**config.mk**
```make
export PLATFORM = sky130hd
export DESIGN_NAME = i2s_serializer
export DESIGN_NICKNAME = d
export VERILOG_FILES = /design/src/rtl/i2s_serializer_pkg.sv /design/src/rtl/i2s_serializer.sv
export SDC_FILE = /design/constraint.sdc
export NUM_CORES = 1
export LEC_CHECK = 0
export BUFFER_PORTS_ARGS = -buffer_cell sky130_fd_sc_hd__buf_4
export CAP_MARGIN = 20
export CELL_PAD_IN_SITES_DETAIL_PLACEMENT = 0
export CELL_PAD_IN_SITES_GLOBAL_PLACEMENT = 1
export CORE_MARGIN = 2
export CORE_UTILIZATION = 47
export CTS_CLUSTER_DIAMETER = 120
export DETAILED_ROUTE_END_ITERATION = 8
export PLACE_DENSITY_LB_ADDON = 0.05
export SYNTH_ARGS = -nofsm -noshare
export SYNTH_HDL_FRONTEND = slang
export SYNTH_SLANG_ARGS = --single-unit
```
**constraint.sdc**
```tcl
create_clock -name clk -period 5.2 [get_ports clk]
set_input_delay 1.04 -clock clk [delete_from_list [all_inputs] [get_ports clk]]
set_output_delay 1.04 -clock clk [all_outputs]
set_load 0.005 [all_outputs]
```
**src/rtl/i2s_serializer_pkg.sv**
```systemverilog
// Shared constants and types for the I2S playback output stage.
package i2s_serializer_pkg;

  localparam int I2S_DATA_WIDTH = 24;
  localparam int I2S_SLOT_WIDTH = 32;

  localparam logic I2S_CH_LEFT  = 1'b0;
  localparam logic I2S_CH_RIGHT = 1'b1;

  typedef enum logic {
    ST_IDLE = 1'b0,
    ST_RUN  = 1'b1
  } state_e;

endpackage

```
**src/rtl/i2s_serializer.sv**
```systemverilog
// I2S output stage: one-deep sample prefetch, MSB-first shifter with I2S one-bit
// word-select lead, zero-fill and starved flag when no sample matches the slot.
module i2s_serializer
  import i2s_serializer_pkg::*;
#(
  parameter int DATA_WIDTH = I2S_DATA_WIDTH,
  parameter int SLOT_WIDTH = I2S_SLOT_WIDTH
) (
  input  logic                  clk,
  input  logic                  rst,
  input  logic                  enable,
  input  logic                  i2s_clock,
  output logic                  audio_data_request,
  input  logic                  audio_data_ack,
  input  logic [DATA_WIDTH-1:0] audio_data,
  input  logic                  audio_lr_bit,
  output logic                  starved,
  output logic                  i2s_data,
  output logic                  i2s_lr
);

  localparam int              CNT_W    = $clog2(SLOT_WIDTH);
  localparam logic [CNT_W-1:0] CNT_LAST = CNT_W'(SLOT_WIDTH - 1);

  state_e                  state_q, state_d;
  logic                    bclk_q;
  logic [CNT_W-1:0]        cnt_q, cnt_d, cnt_next;
  logic                    lr_q, lr_d;
  logic [SLOT_WIDTH-1:0]   shift_q, shift_d;
  logic                    data_q, data_d;
  logic                    starved_q, starved_d;
  logic                    req_q, req_d;
  logic                    pf_valid_q, pf_valid_d;
  logic [DATA_WIDTH-1:0]   pf_data_q, pf_data_d;
  logic                    pf_lr_q, pf_lr_d;
  logic                    fall;

  assign fall     = bclk_q & ~i2s_clock;
  assign cnt_next = (cnt_q == CNT_LAST) ? '0 : cnt_q + 1'b1;

  // NOTE: every target gets a default before any branch, so no path can infer a latch.
  always_comb begin
    state_d    = state_q;
    cnt_d      = cnt_q;
    lr_d       = lr_q;
    shift_d    = shift_q;
    data_d     = data_q;
    starved_d  = starved_q;
    pf_valid_d = pf_valid_q;
    pf_data_d  = pf_data_q;
    pf_lr_d    = pf_lr_q;

    if (!enable) begin
      state_d    = ST_IDLE;
      cnt_d      = CNT_LAST;
      lr_d       = I2S_CH_LEFT;
      shift_d    = '0;
      data_d     = 1'b0;
      starved_d  = 1'b0;
      pf_valid_d = 1'b0;
    end else if (state_q == ST_IDLE) begin
      state_d = ST_RUN;
    end else begin
      if (fall) begin
        cnt_d = cnt_next;
        if (cnt_next == CNT_LAST) begin
          lr_d = (lr_q == I2S_CH_LEFT) ? I2S_CH_RIGHT : I2S_CH_LEFT;
        end
        if (cnt_next == '0) begin
          // Slot start: a held sample for the other channel waits for its own slot.
          shift_d = '0;
          if (pf_valid_q && (pf_lr_q == lr_q)) begin
            shift_d[SLOT_WIDTH-1 -: DATA_WIDTH] = pf_data_q;
            pf_valid_d = 1'b0;
            starved_d  = 1'b0;
          end else begin
            starved_d = ~pf_valid_q;
          end
        end else begin
          shift_d = {shift_q[SLOT_WIDTH-2:0], 1'b0};
        end
        data_d = shift_d[SLOT_WIDTH-1];
      end
      if (audio_data_ack && req_q) begin
        pf_valid_d = 1'b1;
        pf_data_d  = audio_data;
        pf_lr_d    = audio_lr_bit;
      end
    end

    req_d = (state_d == ST_RUN) && !pf_valid_d;
  end

  // NOTE: state registers use non-blocking assignment so all of them sample the same pre-edge values.
  always_ff @(posedge clk) begin
    if (rst) begin
      state_q    <= ST_IDLE;
      bclk_q     <= 1'b0;
      cnt_q      <= CNT_LAST;
      lr_q       <= I2S_CH_LEFT;
      shift_q    <= '0;
      data_q     <= 1'b0;
      starved_q  <= 1'b0;
      req_q      <= 1'b0;
      pf_valid_q <= 1'b0;
      pf_data_q  <= '0;
      pf_lr_q    <= I2S_CH_LEFT;
    end else begin
      state_q    <= state_d;
      bclk_q     <= i2s_clock;
      cnt_q      <= cnt_d;
      lr_q       <= lr_d;
      shift_q    <= shift_d;
      data_q     <= data_d;
      starved_q  <= starved_d;
      req_q      <= req_d;
      pf_valid_q <= pf_valid_d;
      pf_data_q  <= pf_data_d;
      pf_lr_q    <= pf_lr_d;
    end
  end

  assign audio_data_request = req_q;
  assign starved            = starved_q;
  assign i2s_data           = data_q;
  assign i2s_lr             = lr_q;

endmodule

```
==> results of run 1 <==
[state kept, by name, indices dropped and copies added, names as in the netlist]
register	cells
i2s_lr	1
pf_lr_q	1
pf_valid_q	1
i2s_data	1
audio_data_request	1
starved	1
pf_data_q	24
cnt_q	5
bclk_q	1
state_q	1
shift_q	23
[kinds of logic after synthesis]
group	after synthesis	share of synthesized area, %
adder cells (fa/ha/maj)	4	1.81
buffers and inverters	30	5.76
flip-flops	60	43.6
AND/OR/NAND/NOR	106	16.8
AO/OA/AOI/OAI	104	30.5
multiplexers	2	0.862
XOR/XNOR	2	0.635
[worst max-delay path, delay by kind of cell (launching register included)]
kind / cells / cell delay [ns]
AND/OR/NAND/NOR: 3 / 0.92
buffers and inverters: 1 / 0.46
flip-flops: 1 / 0.40
multiplexers: 1 / 0.32
AO/OA/AOI/OAI: 1 / 0.11
adder cells (fa/ha/maj): 2 / 0.52
[how the worst max path moves through the flow]
stage          startpoint           to  slack [ns]  depth (start not counted)
6_report         cnt_q[1]  shift_q[22]        2.38                          8
3_5_place_dp          rst  shift_q[20]        2.32                          6
3_3_place_gp          rst  shift_q[27]        2.36                          6
4_1_cts          cnt_q[1]  shift_q[20]        2.36                          8
2_1_floorplan         rst   shift_q[9]        2.95                          7
5_1_grt          cnt_q[1]  shift_q[18]        2.15                          8
[where the power goes]
| part | leakage (nW) | switching [mW] | internal [mW] |
|---|---|---|---|
| logic | 0.567 | 0.0247 | 0.0224 |
| clock network | 0.103 | 0.171 | 0.259 |
| registers | 0.485 | 0.00331 | 0.464 |
| total | 1.15 | 0.199 | 0.745 |
[final cells by class]
class / count / area (sq um)
inverter: 3 / 11.3
fill: 556 / 2400
multi-input combinational: 218 / 1400
tap: 72 / 90.1
sequential: 60 / 1200
clock buffer: 14 / 173
timing repair buffer: 36 / 270
clock inverter: 1 / 30.0
[placed cells by master (no fill, tap or decap), types with 3 or more instances in the layout]
| master | instances |
|---|---|
| a21oi_1 | 25 |
| dfxtp_1 | 60 |
| clkbuf_8 | 12 |
| o32ai_2 | 18 |
| o32ai_1 | 4 |
| buf_4 | 36 |
| nand2_1 | 61 |
| o211ai_1 | 26 |
| nor2b_1 | 3 |
| nor2_1 | 26 |
| ha_1 | 4 |
| o21ai_0 | 26 |
| inv_1 | 3 |
[metal layers]
metal | wire length, microns | share of wire [%] | up-vias
li1 | - | - | 1154
met4 | 58 | 1.0 | 0
met1 | 2780 | 48 | 1053
met3 | 209 | 3.6 | 6
met2 | 2690 | 47 | 32
met5 | 0 | 0 | -
==> results.sh, run 1 <==
export IMPL_ys_warn_count=0
export IMPL_drtAntennaViolNets=0
export IMPL_row_count=27
export IMPL_hold_violations=0
export IMPL_ir_worst_vdd_mv=0.145
export IMPL_die_h_microns=80.6
export IMPL_clock_root_buffer="clkbuf_8"
export IMPL_synth_largest_area_cell="dfxtp_1"
export IMPL_clkLatencyLatePin_ns=0.33
export IMPL_cp_end_kind="flop"
export IMPL_dpl_cell_area_sq_mm=0.00297
export IMPL_initial_core_util_pct=49.5
export IMPL_drc=0
export IMPL_synthFlopType="dfxtp_1"
export IMPL_worst_pin_slew_ns=0.930
export IMPL_place_ws_ns=2.32
export IMPL_finalSetupTns_ns=0
export IMPL_synth_cells=308
export IMPL_power_total_mw=0.944
export IMPL_die_w_microns=80.6
export IMPL_antennaDiodeCount=0
export IMPL_timing_final_crit_share_pct=54.3
export IMPL_cts_buffers=9
export IMPL_crit_chain="ha_1 -> and3_2 -> ha_1 -> nor2b_1 -> mux2i_2 -> nand4_1 -> buf_4 -> o32ai_2"
export IMPL_ff2ff_setup_slack_ns=2.38
export IMPL_period_needed_ns=2.82
export IMPL_clkSinkCount=60
export IMPL_skew_ns=0.00833
export IMPL_fin_area_sq_mm=0.00318
export IMPL_netlist_area_sq_mm=0.00276
export IMPL_synth_seq_area_share_pct=43.6
export IMPL_drv_cap=0
export IMPL_num_io_pins=34
export IMPL_yosysMostFrequentCell="nand2_1"
export IMPL_power_leakage_nw=1.15
export IMPL_slew_viol_final=0
export IMPL_drt_total_wl_microns=5740
export IMPL_synth_area_leaders="dfxtp_1, o32ai_2, nand2_1"
export IMPL_slowest_delay_ns=0.64
export IMPL_core_area_sq_mm=0.00557
export IMPL_use_met3_pct=5.62
export IMPL_areaGrowthSynthToFinish_pct=15.2
export IMPL_postSynthAreaPerCell_sq_um=8.95
export IMPL_firstDrtPassIters=4
export IMPL_antenna_found_initial=0
export IMPL_critPathRequiredTime_ns=5.45
export IMPL_fin_cells=404
export IMPL_hp_start="pf_data_q[0]"
export IMPL_syn_num_nets=342
export IMPL_synth_edf_count=0
export IMPL_yosysUniqueCellTypes=36
export IMPL_via_count=2245
export IMPL_grt_pass1_wl_microns=10000
export IMPL_reg2regPathDepth=8
export IMPL_synth_top_area_share_pct=43.6
export IMPL_synth_seq_cells=60
export IMPL_drive_above_1_share_pct=22.3
export IMPL_r2r_end="shift_q[22]"
export IMPL_utilization_pct=57.0
export IMPL_cts_hold_buf=0
export IMPL_grt_overflow=0
export IMPL_busiest_layer="met2"
export IMPL_nNetsFinal=362
export IMPL_cts_tree="done"
export IMPL_setup_viol=0
export IMPL_grtUsageTotal_pct=20.1
export IMPL_r2r_start="cnt_q[1]"
export IMPL_async_reset_ff_share_pct=0
export IMPL_htreeDepth=3
export IMPL_clockBufferDepth=2
export IMPL_rsz0062_at_grt="false"
export IMPL_clkTransAtPathRegs_ns=0.06
export IMPL_first_iter_violations=143
export IMPL_hold_path_class="flop to flop"
export IMPL_grt_max_degree=39
export IMPL_dp_hpwl_microns=3520
export IMPL_die_area_sq_mm=0.00650
export IMPL_drt_wirelength_per_cell_microns=14.2
export IMPL_critPathLaunchType="flop"
export IMPL_path_class="flop to flop"
export IMPL_fin_ws_ns=2.38
export IMPL_cpMostUsedCell="ha_1"
export IMPL_status="finished, final reports clean"
export IMPL_drt_vias_per_instance=5.56
export IMPL_synth_cells_most_frequent="nand2_1, dfxtp_1, nor2_1"
export IMPL_arrival_ns=3.07
export IMPL_met2_usage_pct=32.7
export IMPL_post_cts_buffers=0
export IMPL_grt_pass1_vias=2159
export IMPL_crit_path_top_delay_cell="nand4_1"
export IMPL_grt_util_met1_pct=24.9
export IMPL_slew_headroom_pct=38.0
export IMPL_path_max_fanout=13
export IMPL_dp_cells=389
export IMPL_worstHoldPathCells=2
export IMPL_min_to="pf_data_q[0]"
export IMPL_powerDensity_mw_per_mm2=297
export IMPL_portBuffers=33
export IMPL_cts_repair_resized=0
export IMPL_place_congestion=0.784
export IMPL_holdWs_ns=0.456
export IMPL_fmaxAchievable_ghz=0.354
(Power assumes the default switching activity.)
==> run 2, diff against run 1 <==
Settings changed: CORE_UTILIZATION 47 to 43.
Clock period 5.2 ns to 2.8 ns, I/O delays scaled along.
==> results.sh, run 2 (same netlist as run 1, synthesis figures left out) <==
export IMPL_timing_final_crit_share_pct=84.8
export IMPL_antenna_found_initial=0
export IMPL_finalSetupTns_ns=0
export IMPL_place_congestion=0.756
export IMPL_firstDrtPassIters=4
export IMPL_initial_core_util_pct=43.9
export IMPL_areaGrowthSynthToFinish_pct=15.2
export IMPL_status="finished, final reports clean"
export IMPL_dpl_cell_area_sq_mm=0.00302
export IMPL_power_total_mw=1.61
export IMPL_drt_total_wl_microns=6130
export IMPL_arrival_ns=2.64
export IMPL_hold_path_class="flop to flop"
export IMPL_seq_area_sq_mm=0.00120
export IMPL_ff2ff_setup_slack_ns=0.43
export IMPL_grt_pass1_wl_microns=10500
export IMPL_worst_pin_slew_ns=0.432
export IMPL_crit_family="simple AND/OR/NAND/NOR gates"
export IMPL_die_h_microns=84.1
export IMPL_final_cell_mix="nand2_1, dfxtp_1, buf_4"
export IMPL_cts_tree="done"
export IMPL_via_count=2267
export IMPL_cp_end_kind="flop"
export IMPL_powerDensity_mw_per_mm2=508
export IMPL_critPathRequiredTime_ns=3.07
export IMPL_largest_register_ffs=24
export IMPL_intPower_mw=1.22
export IMPL_cts_repair_resized=0
export IMPL_grt_max_degree=41
export IMPL_grt_pass1_vias=2193
export IMPL_crit_path_top_delay_cell="and4_4"
export IMPL_clock_root_buffer="clkbuf_8"
export IMPL_nNetsFinal=367
export IMPL_die_w_microns=84.1
export IMPL_p_sw_share_pct=24.2
export IMPL_fin_ws_ns=0.427
export IMPL_antennaDiodeCount=0
export IMPL_cts_hold_buf=0
export IMPL_place_ws_ns=0.437
export IMPL_cp_num_buf_inv=0
export IMPL_setup_viol=0
export IMPL_post_cts_buffers=0
export IMPL_holdWs_ns=0.459
export IMPL_drt_vias_per_instance=5.46
export IMPL_grt_overflow=0
export IMPL_drt_wirelength_per_cell_microns=14.8
export IMPL_clkLatencyLatePin_ns=0.34
export IMPL_clkSinkCount=60
export IMPL_htreeDepth=3
export IMPL_skew_ns=0.00778
export IMPL_cts_buffers=9
export IMPL_dp_cells=399
export IMPL_row_count=29
export IMPL_hold_violations=0
export IMPL_drtAntennaViolNets=0
export IMPL_drc=0
export IMPL_top_register="pf_data_q"
export IMPL_ir_worst_vdd_mv=0.262
export IMPL_slowest_delay_ns=0.57
export IMPL_p_sw_mw=0.390
export IMPL_clkTransAtPathRegs_ns=0.07
export IMPL_reg_top3="pf_data_q x24, shift_q x23, cnt_q x5"
export IMPL_critPathLaunchType="flop"
export IMPL_pwr_share_seq_pct=53.8
export IMPL_drv_cap=0
export IMPL_portBuffers=33
export IMPL_fin_cells=415
export IMPL_power_leakage_nw=1.16
export IMPL_fmaxAchievable_ghz=0.421
export IMPL_num_io_pins=34
export IMPL_crit_chain="ha_1 -> and3_2 -> ha_1 -> nor2b_1 -> mux2i_2 -> and4_4 -> mux2i_1"
export IMPL_rsz0062_at_grt="false"
export IMPL_period_needed_ns=2.37
export IMPL_path_max_fanout=25
export IMPL_layout_commonest_cell="nand2_1"
export IMPL_clockBufferDepth=2
export IMPL_fin_area_sq_mm=0.00318
export IMPL_slew_headroom_pct=71.2
export IMPL_first_iter_violations=132
export IMPL_slew_viol_final=0
export IMPL_die_area_sq_mm=0.00707
export IMPL_path_class="flop to flop"
export IMPL_drive_above_1_share_pct=23.7
export IMPL_grtUsageTotal_pct=18.5
export IMPL_p_clk_share_pct=40.6
export IMPL_power_frac_comb_pct=5.6
export IMPL_utilization_pct=50.6
export IMPL_dp_hpwl_microns=3690
export IMPL_multi_input_area_sq_mm=0.00140
export IMPL_nFillCells=658
export IMPL_cpMostUsedCell="ha_1"
export IMPL_core_area_sq_mm=0.00628
[run 2: final timing paths]
path / startpoint / end / cells after the start
worst min-delay path: pf_data_q[12] / pf_data_q[12] / 2
worst max register to register: cnt_q[1] / starved / 7
worst max-delay path: cnt_q[1] / starved / 7
worst min register to register: pf_data_q[12] / pf_data_q[12] / 2
[run 2: area by class of cell]
type / count / share of cell area, %
Timing Repair Buffer: 41 / 9.69
Multi-Input combinational cell: 218 / 44.1
Inverter: 3 / 0.354
Sequential cell: 60 / 37.8
Tap cell: 77 / 3.03
Clock inverter: 5 / 0.906
Clock buffer: 11 / 4.14
[run 2: worst register-to-register path: cells and delay by family, from the launching register on]
| kind | cells | cell delay (ns) |
|---|---|---|
| simple gates | 3 | 0.85 |
| flops | 1 | 0.42 |
| fa+ha+maj | 2 | 0.50 |
| mux | 2 | 0.53 |
[run 2: layer usage]
| layer | wire, microns | global-route usage [%] | up-vias | part of all wire, % |
|---|---|---|---|---|
| met5 | 0 | 0 | - | 0 |
| met4 | 139 | 9.53 | 0 | 2.3 |
| met3 | 221 | 3.56 | 10 | 3.6 |
| met2 | 2880 | 28.8 | 36 | 47 |
| met1 | 2890 | 24.4 | 1062 | 47 |
| li1 | - | - | 1159 | - |
[run 2: power groups by stage]
stage | Clock (mW) | Combinational (mW) | Sequential, mW
after floorplan | 0 | 0.0490 | 0.886
after global placement | 0 | 0.0903 | 0.887
after detailed placement | 0 | 0.0910 | 0.887
after CTS | 0.672 | 0.0914 | 0.868
after global routing | 0.710 | 0.100 | 0.869
final | 0.654 | 0.0900 | 0.868
